[config.mk]
export PLATFORM = sky130hd
export DESIGN_NAME = uart8_tx_arbiter
export DESIGN_NICKNAME = d
export VERILOG_FILES = /design/src/rtl/uart8_tx_arbiter.sv
export SDC_FILE = /design/constraint.sdc
export NUM_CORES = 1
export LEC_CHECK = 0
export CAP_MARGIN = 15
export CORE_UTILIZATION = 44
export DETAILED_ROUTE_END_ITERATION = 10
export PLACE_DENSITY = 0.8
export SYNTH_ARGS = -nofsm -noshare
export SYNTH_HDL_FRONTEND = slang
export SYNTH_SLANG_ARGS = --single-unit
export TNS_END_PERCENT = 100
[constraint.sdc]
create_clock -name clk -period 2.1 [get_ports clk]
set_input_delay 0.42 -clock clk [delete_from_list [all_inputs] [get_ports clk]]
set_output_delay 0.42 -clock clk [all_outputs]
set_load 0.05 [all_outputs]
[src/rtl/uart8_tx_arbiter.sv]
// uart8_tx_arbiter: round-robin sharing of one Uart8 transmit side among NUM_REQ byte streams.
// Define UART_ARB_PACKET_LOCK_EN to hold the grant until a reqLast byte has been sent.
module uart8_tx_arbiter #(
  parameter int NUM_REQ       = 4,
  parameter int ID_WIDTH      = 2,
  parameter int START_TIMEOUT = 65535
) (
  input  logic                 clk,
  input  logic                 reset,
  input  logic [NUM_REQ-1:0]   reqValid,
  input  logic [8*NUM_REQ-1:0] reqData,
  input  logic [NUM_REQ-1:0]   reqLast,
  output logic [NUM_REQ-1:0]   reqReady,
  output logic [ID_WIDTH-1:0]  grantId,
  output logic                 uartTxEn,
  output logic                 uartTxStart,
  output logic [7:0]           uartTxData,
  input  logic                 uartTxBusy,
  output logic                 byteSent,
  output logic                 timeoutErr,
  output logic                 active
);

  typedef enum logic [1:0] {
    IDLE,
    LOAD,
    START,
    SEND
  } state_t;

  state_t              r_state;
  state_t              w_next;
  logic [ID_WIDTH-1:0] r_grantId;
  logic [ID_WIDTH-1:0] w_pick;
  logic                w_found;
  logic [7:0]          r_txData;
  logic                r_lastQ;
  logic                r_txEn;
  logic [15:0]         r_cnt;
  logic                w_pktOpen;
  logic                w_accept;
  logic                w_done;
  logic                w_timeout;

  function automatic logic [ID_WIDTH-1:0] wrap(input int v);
    return ID_WIDTH'(v % NUM_REQ);
  endfunction

  // Walk downward so the nearest valid index after grantId wins.
  always_comb begin
    w_found = 1'b0;
    w_pick  = r_grantId;
    for (int k = NUM_REQ; k >= 1; k--) begin
      if (reqValid[wrap(int'(r_grantId) + k)]) begin
        w_found = 1'b1;
        w_pick  = wrap(int'(r_grantId) + k);
      end
    end
  end

  assign w_accept = (r_state == LOAD) && reqValid[r_grantId];

  always_comb begin
    w_next    = r_state;
    reqReady  = '0;
    w_done    = 1'b0;
    w_timeout = 1'b0;
    unique case (r_state)
      IDLE: begin
        if (w_found) w_next = LOAD;
      end
      LOAD: begin
        reqReady[r_grantId] = 1'b1;
        if (reqValid[r_grantId]) w_next = START;
        else if (!w_pktOpen) w_next = IDLE;
      end
      START: begin
        if (uartTxBusy) begin
          w_next = SEND;
        end else if (r_cnt == 16'(START_TIMEOUT - 1)) begin
          w_timeout = 1'b1;
          w_next    = IDLE;
        end
      end
      SEND: begin
        if (!uartTxBusy) begin
          w_done = 1'b1;
          w_next = (w_pktOpen && !r_lastQ) ? LOAD : IDLE;
        end
      end
      default: w_next = IDLE;
    endcase
  end

  always_ff @(posedge clk) begin
    if (reset) begin
      r_state   <= IDLE;
      r_grantId <= ID_WIDTH'(NUM_REQ - 1);
      r_txData  <= 8'h00;
      r_lastQ   <= 1'b0;
      r_cnt     <= '0;
      r_txEn    <= 1'b0;
    end else begin
      r_state <= w_next;
      r_txEn  <= 1'b1;
      if (r_state == IDLE && w_found) r_grantId <= w_pick;
      if (w_accept) begin
        r_txData <= reqData[{r_grantId, 3'b000} +: 8];
        r_lastQ  <= reqLast[r_grantId];
        r_cnt    <= '0;
      end else if (r_state == START) begin
        r_cnt <= r_cnt + 16'd1;
      end
    end
  end

`ifdef UART_ARB_PACKET_LOCK_EN
  logic r_pktOpen;

  always_ff @(posedge clk) begin
    if (reset) r_pktOpen <= 1'b0;
    else if (r_state == IDLE && w_found) r_pktOpen <= 1'b1;
    else if (w_timeout || (w_done && r_lastQ)) r_pktOpen <= 1'b0;
  end

  assign w_pktOpen = r_pktOpen;
`else
  assign w_pktOpen = 1'b0;
`endif

  assign grantId     = r_grantId;
  assign uartTxEn    = r_txEn;
  assign uartTxStart = (r_state == START);
  assign uartTxData  = r_txData;
  assign byteSent    = w_done;
  assign timeoutErr  = w_timeout;
  assign active      = (r_state != IDLE);

endmodule

; After elaboration in Yosys (flattened, before gate mapping)
; Cells that the tools add are included.
[word_totals]
ff_bits = 29
elab_cells = 66
inputBits = 43
[classes]
n_mux = 33
n_shift = 1
order_cmp = 6
add_sub_neg = 5
reduce_logical = 9
n_eq_ne = 7
[ops]
columns = cell, n
row1 = variable part select 32 x 6 -> 8 bit, 1
row2 = two-way mux 2 bit, 9
row3 = adder 16 x 1 -> 16 bit (second input constant), 1
row4 = == test 16 bit (second input constant), 1
row5 = two-way mux 1 bit, 16
row6 = less-than comparator 2 x 3 -> 1 bit (second input constant), 5
row7 = binary-select mux 1 bit (select 2 bit), 5
row8 = one-hot mux 2 bit (4 select lines), 1
row9 = adder 2 x 1 -> 2 bit (second input constant), 2
row10 = adder 2 bit (second input constant), 2
row11 = == test 2 bit (second input constant), 2
row12 = two-way mux 4 bit, 1
row13 = inequality test 2 bit (second input constant), 2
row14 = nonzero test 4 bit, 1
row15 = logical AND 1 bit, 3
row16 = inequality test 3 x 1 -> 1 bit (second input constant), 1
row17 = AND reduction 3 bit, 1
row18 = demux 1 bit (select 2 bit), 1
row19 = == test 2 x 1 -> 1 bit (second input constant), 1
row20 = greater-or-equal comparator 2 x 1 -> 1 bit (second input constant), 1
row21 = logical NOT 2 bit, 1
row22 = AND reduction 2 bit, 1
row23 = nonzero test 2 bit, 1
row24 = OR reduction 2 bit, 1

; Longest topological paths before layout
; Gate-level depths: netlist of the first run.
[depth]
depth_word = 9
ltp_mapped = 8
depth_no_buf = 6

; Worst setup path after synthesis of the first run
; OpenSTA, ideal clock, no wires.
[synth_path]
path_kind = register to output
startpoint = register r_cnt[4]
endpoint = output timeoutErr
arrival_ns = 2.311
setup_slack_ns = -0.631
path_buffers = 0
stages_incl_launch_ff = 4
t_required_ns = 1.680
path_cell_list = dfxtp_1 -> and4_1 -> nand2_1 -> nor4_1
[synth_via]
elab_chain_cells = 4
[synth_rtl]
columns = element, line
row1 = start: declaration, 39  ; logic [15:0] r_cnt;
row2 = start signal: assignment, 112  ; r_cnt <= r_cnt + 16'd1;
row3 = == test 16 bit, 80  ; end else if (r_cnt == 16'(START_TIMEOUT - 1)) begin
row4 = two-way mux 1 bit, 80
row5 = two-way mux 1 bit, 78  ; if (uartTxBusy) begin
row6 = two-way mux 1 bit, 68  ; unique case (r_state)
row7 = end: declaration, 20  ; output logic timeoutErr,
; Every way passes these cells.

; Worst setup path in the final report of the first run
[layout_path]
startpoint = input uartTxBusy
endpoint = output timeoutErr
[layout_via]
elab_chain_cells = 2
[layout_rtl]
columns = element, line
row1 = start: declaration, 18  ; input logic uartTxBusy,
row2 = two-way mux 1 bit, 78
row3 = two-way mux 1 bit, 68
; Every way passes these cells.

==> results of run 1 <==
-- cells by family after synthesis --
logic type | after synthesis
AO/OA/AOI/OAI | 24
flip-flops | 29
XOR/XNOR | 11
multiplexers | 22
buffers and inverters | 13
AND/OR/NAND/NOR | 69
adder cells (fa/ha/maj) | 6
-- layer usage --
layer  global-route usage  part of all wire  vias up
li1                     -                 -      777
met1                0.217              0.42      725
met2                0.380              0.50       43
met3               0.0688             0.068        6
met4               0.0767             0.013        0
met5                    0                 0        -
-- state kept, by name (all words and copies together), names as in the netlist --
register and cells:
uartTxEn 1, r_cnt 16, uartTxData 8, grantId 2
r_state 2
-- Yosys cell counts (2+ instances only) --
library cell  number  share of area
nor3_1             2         0.0060
mux4_2             9           0.12
a21oi_1            8          0.024
dfxtp_1           29           0.35
a311oi_1           2          0.011
ha_1               6          0.045
clkbuf_1           4         0.0090
o31ai_1            2         0.0090
o21ai_0            4          0.012
xor2_1             9          0.047
nor2b_1            5          0.019
nand2_1            7          0.016
mux2i_1           11          0.066
nand3_1            7          0.021
nand4_1            5          0.019
nor2_1            23          0.052
or3_1              2         0.0075
and2_1             6          0.023
or4_1              2         0.0090
buf_2              3         0.0090
xnor2_1            2          0.011
inv_1              5          0.011
and3_1             3          0.011
a211oi_1           2         0.0090
-- power by group --
group | total (mW) | internal [mW] | leakage [nW] | switching [mW]
sequential | 0.738 | 0.640 | 0.235 | 0.0974
combinational | 1.47 | 0.692 | 0.779 | 0.781
clock | 0.604 | 0.385 | 0.0574 | 0.219
total | 2.81 | 1.72 | 1.07 | 1.10
-- layout make-up --
cell class,instances,area [um^2]
Fill cell,271,892
Clock inverter,2,37.5
Clock buffer,6,82.6
Sequential cell,29,582
Inverter,5,18.8
Tap cell,46,57.6
Timing Repair Buffer,74,748
Multi-Input combinational cell,132,1050
-- final timing paths --
kind,start,endpoint
worst max-delay path,uartTxBusy,timeoutErr
worst min-delay path,r_cnt[7]$_SDFFE_PP0N_,r_cnt[7]$_SDFFE_PP0N_
worst max register to register,grantId[1]$_SDFFE_PP1P_,r_state[0]$_SDFFE_PP0P_
worst min register to register,r_cnt[7]$_SDFFE_PP0N_,r_cnt[7]$_SDFFE_PP0N_
-- worst register-to-register path: cells and delay by family (launching register included) --
family | cells | cell delay, ns
flops | 1 | 0.46
compound gates | 1 | 0.33
simple gates | 2 | 0.53
mux | 1 | 0.33
-- per-stage QoR --
step                hold WS [ns]  TNS [ns]  setup WS (ns)  utilization
floorplan                  0.453         0          0.103            -
global placement           0.466         0        0.00839        0.706
detailed placement         0.484   -0.0681        -0.0347        0.706
CTS                        0.501         0         0.0262        0.740
global route               0.535         0         0.0188        0.743
finish                     0.505         0          0.103        0.743
==> run summary, run 1 <==
Status: finished, final reports clean
First-pass GRT wire length: 6440 um
Initial DRC Count: 51
Most frequent cells in the layout: clkdlybuf4s50_1 (47), dfxtp_1 (28), nor2_1 (23), buf_4 (21), mux2i_1 (11)
Post-synthesis simple-gate area fraction: 0.218
Fin. max-slew vios: 0
Final Cell Area: 0.00258 mm^2
Min-delay worst type: reg2reg
Grt ovf: 0
DRT antenna net count: 0
IO Pins: 62
Row count: 21
Post-Syn Nets: 223
Worst rel slew slack: 0.639
Share of layout cells above drive strength 1: 0.218
Stages on worst setup path: 4
Die footprint: 0.00404 mm^2
Post-Syn Instances: 174
DRC viols: 0
Largest family of logic cells by synthesized area: simple AND/OR/NAND/NOR gates
CP peak stage delay: 0.47 ns
RSZ-0062 raised after global routing: no
Achievable Freq: 0.501 GHz
Sequential share of the synthesized area: 0.348
Post-Synth Adder-Cell Area: 0.0450
Die Width: 63.5 um
Async S/R FF share, synth: 0
Endpoints failing setup: 0
Cts hold-fix bufs: 0
Post-layout min period: 2.00 ns
Core ar.: 0.00347 mm^2
Drt pass-1 iters: 4
Via count: 1,551
Pwr Density: 1090 mW/mm^2
Req. time, crit path: 1.68 ns
Max-Cap Viols: 0
Gpl congestion: 0.784
Dpl cell area: 0.00245 mm^2
DR WL/cell: 12.9 um
Hold Path Stages: 2
Post-synth cell types: 40
Antenna violations before repair: 0
CP Max Fanout: 4
FF-to-FF setup slack: 0.33 ns
FF+latch count, synth: 29
Worst-path cell chain: clkdlybuf4s50_1 > nand2b_4 > nor4_4 > buf_12
Peak supply drop: 0.824 mV
Post-synth top flop: dfxtp_1
Input/output buffers: 57
Delay-heaviest family, CP: buffers and inverters
Fin crit share: 0.951
Critical path startpoint category: input port
CP Buf/Inv Count: 2
Post-detailed-routing wire length: 3800 um
Synthesis Warnings: 0
Crit. End Element: output pin
CTS H-tree lvls: 2
Clock Tree Buf Depth: 2
GRT Total Usage: 0.208
CP max-delay cell: clkdlybuf4s50_1
CP arrival: 1.58 ns
Hold Fails Final Rpt: 0
Tot Pwr: 2.81 mW
Final nets: 296
Critical setup path kind: in2out
CTS tree: built
Post-cts sizing count: 0
Reg2Reg Depth: 4
Placed instance count: 286
Largest net degree at the start of global routing: 12
Multiplexer area fraction after synthesis: 0.203
Die height: 63.5 um
N_diodes: 0
Clock Sinks: 29
Worst slew pin tran: 0.541 ns
Initial Utilization: 0.481
Via density: 5.28
Total CTS buffers: 5
Final HPWL DP: 3020 um
Synth Cell Area: 0.00167 mm^2
Most common cell after layout, fill and taps aside: clkdlybuf4s50_1
Syn avg cell area: 9.58 um^2
Number of enable flip-flop cells after synthesis: 0
Setup Buffers After CTS: 0
Xor-xnor portion of the synthesized cell area: 0.0578
CTS clock-pin slew for the worst setup and hold paths: 0.06 ns
Root buffer cell: clkbuf_8
Clk_lat worst skew: 0.28 ns
Vias in the first global route: 1,535
Final Non-Filler Cells: 294
Clock skew after layout: 0.00554 ns
Layout area overhead: 54.6%
Synth Area in Compound Gates: 0.0908
Leakage power: 1.07 nW
Note: power is estimated with default switching activity, not from simulation.
==> inputs of run 2 (changes only) <==
CAP_MARGIN = 20   (was 15)
CELL_PAD_IN_SITES_DETAIL_PLACEMENT = 1   (was default)
CELL_PAD_IN_SITES_GLOBAL_PLACEMENT = 1   (was default)
CORE_UTILIZATION = 32   (was 44)
PLACE_DENSITY = 0.79   (was 0.8)
==> run summary, run 2 (synthesis results as in run 1) <==
Initial DRC Count: 59 (was 51)
Peak supply drop: 0.600 mV (was 0.824 mV)
Worst slew pin tran: 0.522 ns (was 0.541 ns)
Clk_lat worst skew: 0.29 ns (was 0.28 ns)
Worst rel slew slack: 0.651 (was 0.639)
Cts hold-fix bufs: 0 (unchanged)
CTS clock-pin slew for the worst setup and hold paths: 0.07 ns (was 0.06 ns)
Input/output buffers: 57 (unchanged)
Initial Utilization: 0.342 (was 0.481)
Final nets: 296 (unchanged)
Gpl congestion: 0.763 (was 0.784)
Core ar.: 0.00488 mm^2 (was 0.00347 mm^2)
Die height: 74.2 um (was 63.5 um)
Worst-path cell chain: and4_4 > nand2_1 > nor4_4 > buf_12 (was clkdlybuf4s50_1 > nand2b_4 > nor4_4 > buf_12)
Via density: 5.00 (was 5.28)
Grt ovf: 0 (unchanged)
Clock Sinks: 29 (unchanged)
Req. time, crit path: 1.68 ns (about the same)
Vias in the first global route: 1,593 (was 1,535)
Endpoints failing setup: 0 (unchanged)
Fin crit share: 0.946 (was 0.951)
Max reg flops: 16 (unchanged)
DRC viols: 0 (unchanged)
Achievable Freq: 0.504 GHz (was 0.501 GHz)
Root buffer cell: clkbuf_8 (unchanged)
First-pass GRT wire length: 7230 um (was 6440 um)
Die footprint: 0.00550 mm^2 (was 0.00404 mm^2)
CP Buf/Inv Count: 1 (was 2)
Post-layout min period: 1.99 ns (was 2.00 ns)
CP peak stage delay: 0.38 ns (was 0.47 ns)
Most flops, register: r_cnt (unchanged)
Layout area overhead: 54.1% (was 54.6%)
CTS tree: built (unchanged)
Total CTS buffers: 5 (unchanged)
Post-detailed-routing wire length: 4340 um (was 3800 um)
Largest net degree at the start of global routing: 16 (was 12)
Die Width: 74.2 um (was 63.5 um)
Drt pass-1 iters: 4 (unchanged)
Status: finished, final reports clean (unchanged)
Core Util, Final: 0.526 (was 0.743)
GRT Total Usage: 0.174 (was 0.208)
Most common cell after layout, fill and taps aside: clkdlybuf4s50_1 (unchanged)
Setup TNS Final: 0 ns (unchanged)
Row count: 25 (was 21)
Via count: 1,576 (was 1,551)
Hold Fails Final Rpt: 0 (unchanged)
Antenna violations before repair: 0 (unchanged)
N_diodes: 0 (unchanged)
Critical path startpoint category: flip-flop (was input port)
Most frequent cells in the layout: clkdlybuf4s50_1 (47), dfxtp_1 (27), nor2_1 (23), buf_4 (21), mux2i_1 (11) (was clkdlybuf4s50_1 (47), dfxtp_1 (28), nor2_1 (23), buf_4 (21), mux2i_1 (11))
DRT antenna net count: 0 (unchanged)
CTS H-tree lvls: 2 (unchanged)
Delay-heaviest family, CP: simple AND/OR/NAND/NOR gates (was buffers and inverters)
Clock skew after layout: 0.00402 ns (was 0.00554 ns)
CP Max Fanout: 5 (was 4)
Clock Tree Buf Depth: 2 (unchanged)
Post-cts sizing count: 0 (unchanged)
Fin. max-slew vios: 0 (unchanged)
Setup Buffers After CTS: 0 (unchanged)
Max-Cap Viols: 0 (unchanged)
Min-delay worst type: reg2reg (unchanged)
Leakage power: 1.05 nW (was 1.07 nW)
RSZ-0062 raised after global routing: no (unchanged)
DR WL/cell: 13.8 um (was 12.9 um)
CP arrival: 1.57 ns (was 1.58 ns)
Critical setup path kind: reg2out (was in2out)
Filler cell count: 580 (was 271)
Final HPWL DP: 3540 um (was 3020 um)
Crit. End Element: output pin (unchanged)
Share of layout cells above drive strength 1: 0.218 (unchanged)
CP max-delay cell: dfxtp_1 (was clkdlybuf4s50_1)
IO Pins: 62 (unchanged)
Pwr Density: 1040 mW/mm^2 (was 1090 mW/mm^2)
-- run 2: worst paths after layout --
path              cells past startpoint                       to                     from  slack [ns]
hold / removal                        2   r_cnt[14]$_SDFFE_PP0N_   r_cnt[14]$_SDFFE_PP0N_        0.49
hold reg to reg                       2   r_cnt[14]$_SDFFE_PP0N_   r_cnt[14]$_SDFFE_PP0N_        0.49
setup / recovery                      4               timeoutErr    r_cnt[5]$_SDFFE_PP0N_        0.11
setup reg to reg                      4  r_state[1]$_SDFFE_PP0P_  grantId[1]$_SDFFE_PP1P_        0.38
-- run 2: worst reg2reg max path: cells and delay by family, from the launching register on --
family	cells	cell delay [ns]
simple gates	1	0.45
compound gates	2	0.42
flops	1	0.40
mux	1	0.32
-- run 2: power breakdown --
part / internal [mW] / total (mW) / switching [mW] / leakage (nW)
clock network: 0.232 / 0.473 / 0.241 / 0.0364
logic: 0.684 / 1.48 / 0.798 / 0.774
registers: 0.640 / 0.729 / 0.0888 / 0.236
-- run 2: metal layers --
metal	GRT usage	part of all wire
met5	0	0
met4	0.0577	0.013
met1	0.202	0.43
met2	0.289	0.48
met3	0.0745	0.078
-- run 2: stage by stage --
stage / std cells / hold WS [ns] / power (mW) / instance area (um^2) / setup slack [ns]
6_report: 315 / 0.490 / 2.68 / 2570 / 0.114
5_1_grt: 315 / 0.524 / 2.85 / 2570 / 0.0168
4_1_cts: 315 / 0.493 / 2.72 / 2560 / 0.0157
3_5_place_dp: 307 / 0.484 / 2.24 / 2470 / -0.0795
3_3_place_gp: 307 / 0.461 / 2.20 / 2470 / -0.000790
2_1_floorplan: 174 / 0.453 / 1.69 / 1680 / 0.103
-- run 2: cell type report --
cell class | instances | area, um^2 | share of cell area
inverter | 5 | 18.8 | 0.00731
clock buffer | 5 | 68.8 | 0.0268
timing repair buffer | 74 | 748 | 0.291
multi-input combinational | 132 | 1040 | 0.406
clock inverter | 3 | 22.5 | 0.00877
tap | 67 | 83.8 | 0.0326
sequential | 29 | 583 | 0.227
==> inputs of run 3 (changes only) <==
ABC_CLOCK_PERIOD_IN_PS = 2100   (was default)
==> results of run 3 <==
The final DEF is identical to that of run 2; final timing and power are the same.
==> variant 1 (settings of run 2) <==
`ID_WIDTH`: 2 -> 4.
--- a/src/rtl/uart8_tx_arbiter.sv
+++ b/src/rtl/uart8_tx_arbiter.sv
@@ -2,7 +2,7 @@
 // Define UART_ARB_PACKET_LOCK_EN to hold the grant until a reqLast byte has been sent.
 module uart8_tx_arbiter #(
   parameter int NUM_REQ       = 4,
-  parameter int ID_WIDTH      = 2,
+  parameter int ID_WIDTH      = 4,
   parameter int START_TIMEOUT = 65535
 ) (
   input  logic                 clk,
Ports: changed (resized grantId); port bits go from 62 to 64. No check against the original RTL was run, so the function may have changed too.
==> variant 1 against run 2 <==
- sequential cell count unchanged
- synthesized area rose by 0.83%
- worst setup slack got worse by 0.061 ns
- total power down 1.8%
- wire length rose by 5.1%
- via count down 0.70%
- cell area up 3.3%
- clock skew grew 0.0077 ns
==> variant 1: results (changes against run 2) <==
- Status: finished clean (unchanged)
- Post-route DRC: 0 (unchanged)
- FF-to-FF End: grantId[0] (was r_state[1])
- Max stage delay on crit path: 0.41 ns (was 0.38 ns)
- Placed Area: 0.00248 mm^2 (was 0.00247 mm^2)
- Nets: 298 (was 296)
- Ranking of synthesized cells by area: dfxtp_1 (35%), mux4_2 (15%), mux2i_1 (6.0%), nor2_1 (5.6%), ha_1 (4.5%) (was dfxtp_1 (35%), mux4_2 (12%), mux2i_1 (6.6%), nor2_1 (5.2%), xor2_1 (4.7%))
- WL per Instance: 14.3 um (was 13.8 um)
- Num CTS Buffers: 5 (unchanged)
- Largest register FFs: 16 (unchanged)
- R2R setup slack: 0.12 ns (was 0.38 ns)
- Vias in the first global route: 1652 (was 1593)
- Crit path from: r_cnt[9] (was r_cnt[5])
- Sequential area share after synthesis: 34.5% (was 34.8%)
- Post-Synth XOR/XNOR Area: 4.69% (was 5.78%)
- Worst endpoint data arrival time: 1.63 ns (was 1.57 ns)
- Initial antenna violation count: 0 (unchanged)
- Synth cell count leaders: dfxtp_1 (29), nor2_1 (25), mux4_2 (11), mux2i_1 (10), inv_1 (8) (was dfxtp_1 (29), nor2_1 (23), mux2i_1 (11), mux4_2 (9), xor2_1 (9))
- Clock Skew: 0.0117 ns (was 0.00402 ns)
- Via density: 4.89 (was 5.00)
- DP HPWL: 3530 um (was 3540 um)
- Worst-path maximum fanout: 4 (was 5)
- Reg2Reg Launch Point: grantId[0] (was grantId[1])
- Relative slew margins: 65.5% (was 65.1%)
- Max IR drop VDD: 0.536 mV (was 0.600 mV)
- H-tree level count: 2 (unchanged)
- RePlAce Congestion: 0.754 (was 0.763)
- Clk root buf: clkbuf_8 (unchanged)
- Critical hold path startpoint: r_cnt[15] (was r_cnt[14])
- Post-synth cell types: 42 (was 40)
- Starting DRT DRC Count: 34 (was 59)
- Total GRT Usage: 17.8% (was 17.4%)
- Reg2Reg Depth: 6 (was 4)
- Top reg by flops: r_cnt (unchanged)
- Post-synthesis compound-gate area fraction: 8.19% (was 9.08%)
- Post-synthesis cell count: 175 (was 174)
- Dpl cells: 308 (was 307)
- CP max stage cell: or3_4 (was dfxtp_1)
- Synth Area in Adders: 4.47% (was 4.50%)
- End of the worst hold path: r_cnt[15] (was r_cnt[14])
- Vias: 1565 (was 1576)
- Layout cells sized above 1: 25.6% (was 21.8%)
- First-pass GRT wire length: 7440 um (was 7230 um)
- Mux share of post-synthesis cell area: 20.7% (was 20.3%)
- Leak: 1.08 nW (was 1.05 nW)
variant 1: cell types whose count changed in the layout (fill, tap and decap cells not counted), moves of 3 or more:
cell and delta:
dfxtp_1 -5, xor2_1 -5, dfxtp_4 +3, inv_1 +3, nand3_1 -3, xnor2_1 +3
variant 1: final cells by class:
class                      count  area, um^2
fill                         599        2420
inverter                       8        30.0
tap                           70        87.6
sequential                    29         597
clock buffer                   5        68.8
clock inverter                 3        46.3
timing repair buffer          74         761
multi-input combinational    131        1060
variant 1: tightest hold or removal path: cells and delay by family, from the launching register on:
family | cells | cell delay (ns)
flops | 1 | 0.32
compound gates | 2 | 0.13
variant 1: metrics by stage:
| stage | hold WS (ns) | power (mW) | TNS (ns) | util (%) | setup slack (ns) |
|---|---|---|---|---|---|
| 2_1_floorplan | 0.452 | 1.61 | 0 | - | 0.0108 |
| 3_3_place_gp | 0.465 | 2.03 | 0 | 48.9 | 0.118 |
| 3_5_place_dp | 0.486 | 2.06 | 0 | 48.9 | 0.0390 |
| 4_1_cts | 0.497 | 2.66 | 0 | 51.2 | 0.00879 |
| 5_1_grt | 0.532 | 2.78 | -0.0157 | 52.3 | -0.0157 |
| 6_report | 0.497 | 2.64 | 0 | 52.3 | 0.0526 |
variant 1: timing repair:
action,4_1_cts,5_1_grt
hold endpoints to repair,0,0
pin swaps,1,3
gates resized for setup,1,8
endpoints found under the setup margin,1,1
buffers inserted,0,4
variant 1: metal layers:
layer / share of wire, % / GRT usage [%] / vias to the layer above
met1: 41 / 19.7 / 742
met5: 0 / 0 / -
li1: - / - / 778
met4: 1.3 / 6.08 / 0
met2: 54 / 32.3 / 39
met3: 4.3 / 5.15 / 6
variant 1: worst max-delay path by stage:
stage | endpoint | slack, ns | cells past startpoint
after floorplan | grantId[0] | 0.01 | 8
after global placement | grantId[0] | 0.12 | 6
after detailed placement | grantId[0] | 0.04 | 6
after CTS | timeoutErr | 0.009 | 4
after global routing | timeoutErr | -0.02 | 4
final | timeoutErr | 0.05 | 4
variant 1: logic make-up (layout without fill, tap and decap cells):
kind of cell             after synthesis  in the layout
other                                  1              2
adder cells (fa/ha/maj)                6              6
AND/OR/NAND/NOR                       71             71
AO/OA/AOI/OAI                         22             22
multiplexers                          21             21
XOR/XNOR                               9              9
flip-flops                            29             29
buffers and inverters                 16             90
variant 1: report_power, final:
| group | total, mW | switching (mW) | internal (mW) |
|---|---|---|---|
| Combinational | 1.32 | 0.711 | 0.613 |
| Clock | 0.595 | 0.240 | 0.355 |
| Sequential | 0.716 | 0.0857 | 0.630 |
| Total | 2.64 | 1.04 | 1.60 |
==> variant 2 (config.mk and constraints of run 2) <==
Made on the original files. Put one more register stage on the output `uartTxData`, cleared by the reset. The value now appears one clock later. The other outputs are not delayed to match.
--- a/src/rtl/uart8_tx_arbiter.sv
+++ b/src/rtl/uart8_tx_arbiter.sv
@@ -131,7 +131,13 @@
   assign grantId     = r_grantId;
   assign uartTxEn    = r_txEn;
   assign uartTxStart = (r_state == START);
-  assign uartTxData  = r_txData;
+  always_ff @(posedge clk) begin
+    if (reset) begin
+      uartTxData <= '0;
+    end else begin
+      uartTxData <= r_txData;
+    end
+  end
   assign byteSent    = w_done;
   assign timeoutErr  = w_timeout;
   assign active      = (r_state != IDLE);
Check against the original RTL: not equivalent (Yosys sat finds a counterexample within 4 cycles, from zero or initial values and one cycle with reset high).
==> variant 2 against run 2 <==
- worst setup slack better by 0.014 ns
- wire length up 17%
- sequential share of layout area up 3.9 points
- synthesized area up 16%
- cell area up 9.6%
- sequential cell count up 8
- combinational power down 14%
- clock power up 14%
- maximum frequency up 0.70%
- total power up 0.25%
- non-clock buffer count down 6
- critical path type unchanged
- highest routed layer unchanged
==> variant 2: results (changes against run 2) <==
- DP HPWL: 4100 um (was 3540 um)
- Tmin final: 1.97 ns (was 1.99 ns)
- FF-to-FF End: grantId[0] (was r_state[1])
- Post-synth cell types: 36 (was 40)
- First-pass GRT wire length: 8280 um (was 7230 um)
- CTS Buffer Depth: 2 (unchanged)
- End of the worst hold path: uartTxData[4] (was r_cnt[14])
- Final wirelength: 5090 um (was 4340 um)
- Max IR drop VDD: 0.645 mV (was 0.600 mV)
- Reg2Reg Depth: 6 (was 4)
- Ranking of synthesized cells by area: dfxtp_1 (38%), mux4_2 (13%), nor2_1 (6.2%), mux2i_1 (5.2%), xnor2_1 (4.1%) (was dfxtp_1 (35%), mux4_2 (12%), mux2i_1 (6.6%), nor2_1 (5.2%), xor2_1 (4.7%))
- Status: finished clean (unchanged)
- Vias in the first global route: 1688 (was 1593)
- Tightest Pin Transition: 0.556 ns (was 0.522 ns)
- Critical hold path startpoint: r_txData[4] (was r_cnt[14])
- Total GRT Usage: 17.3% (was 17.4%)
- Nets: 316 (was 296)
- Pre-CTS WS: -0.0576 ns (was -0.0795 ns)
- Synth cell count leaders: dfxtp_1 (37), nor2_1 (32), mux4_2 (11), nor2b_1 (11) (was dfxtp_1 (29), nor2_1 (23), mux2i_1 (11), mux4_2 (9), xor2_1 (9))
- Starting DRT DRC Count: 28 (was 59)
- Via density: 5.04 (was 5.00)
- Crit path from: r_cnt[9] (was r_cnt[5])
- Worst endpoint data arrival time: 1.55 ns (was 1.57 ns)
- Syn_nets: 249 (was 223)
- Clock Skew: 0.00650 ns (was 0.00402 ns)
- R2R setup slack: 0.16 ns (was 0.38 ns)
- Worst Slack Setup Final: 0.128 ns (was 0.114 ns)
- Worst-path maximum fanout: 4 (was 5)
variant 2: worst max-delay path, stage by stage, from the launching register on:
cell	delay, ns
dfxtp_1	0.37
and4_4	0.26
and3_1	0.21
nand2_1	0.08
nor3_2	0.18
buf_12	0.17
variant 2: stage by stage:
step	power (mW)	std cells	instance area [um^2]
floorplan	1.76	200	1950
finish	2.69	340	2820
global route	2.87	340	2820
global placement	2.13	332	2700
detailed placement	2.16	332	2700
CTS	2.71	340	2800
variant 2: cells by family (layout without fill, tap and decap cells):
family                     Yosys count  after routing  synth area share [%]
AOI/OAI and AO/OA                   18             18                  6.48
xor gates and xnor gates            11             11                  4.99
and+or+nand+nor                     92             92                  25.1
adders and majority gates            6              6                  3.89
buffers and inverters               15             83                  3.11
DFF                                 37             37                  38.4
muxes                               21             21                  18.0
variant 2: layout make-up:
cell class / instances / area [um^2]
clock inverters: 1 / 5.00
clock buffers: 7 / 96.3
multi-input cells: 148 / 1150
well taps: 72 / 90.1
flip-flops and latches: 37 / 749
fillers: 643 / 2860
repair buffers: 68 / 703
inverters: 7 / 26.3
variant 2: timing repair:
action / in CTS / in global routing
hold buffers: 0 / 0
buffers inserted: 0 / 0
resized for setup: 1 / 5
endpoints found under the setup margin: 1 / 2
variant 2: report_power, final:
group          switching, mW  total (mW)  internal, mW  leakage [nW]
combinational          0.660        1.28         0.618         0.755
sequential            0.0815       0.873         0.791         0.302
clock                  0.243       0.539         0.297        0.0542
total                  0.984        2.69          1.71          1.11
variant 2: metal layers:
| layer | up-vias | GRT usage, % | share of wire (%) |
|---|---|---|---|
| met3 | 6 | 3.77 | 2.6 |
| met4 | 0 | 8.00 | 2.2 |
| li1 | 841 | - | - |
| met2 | 28 | 30.2 | 53 |
| met1 | 840 | 20.1 | 42 |
| met5 | - | 0 | 0 |
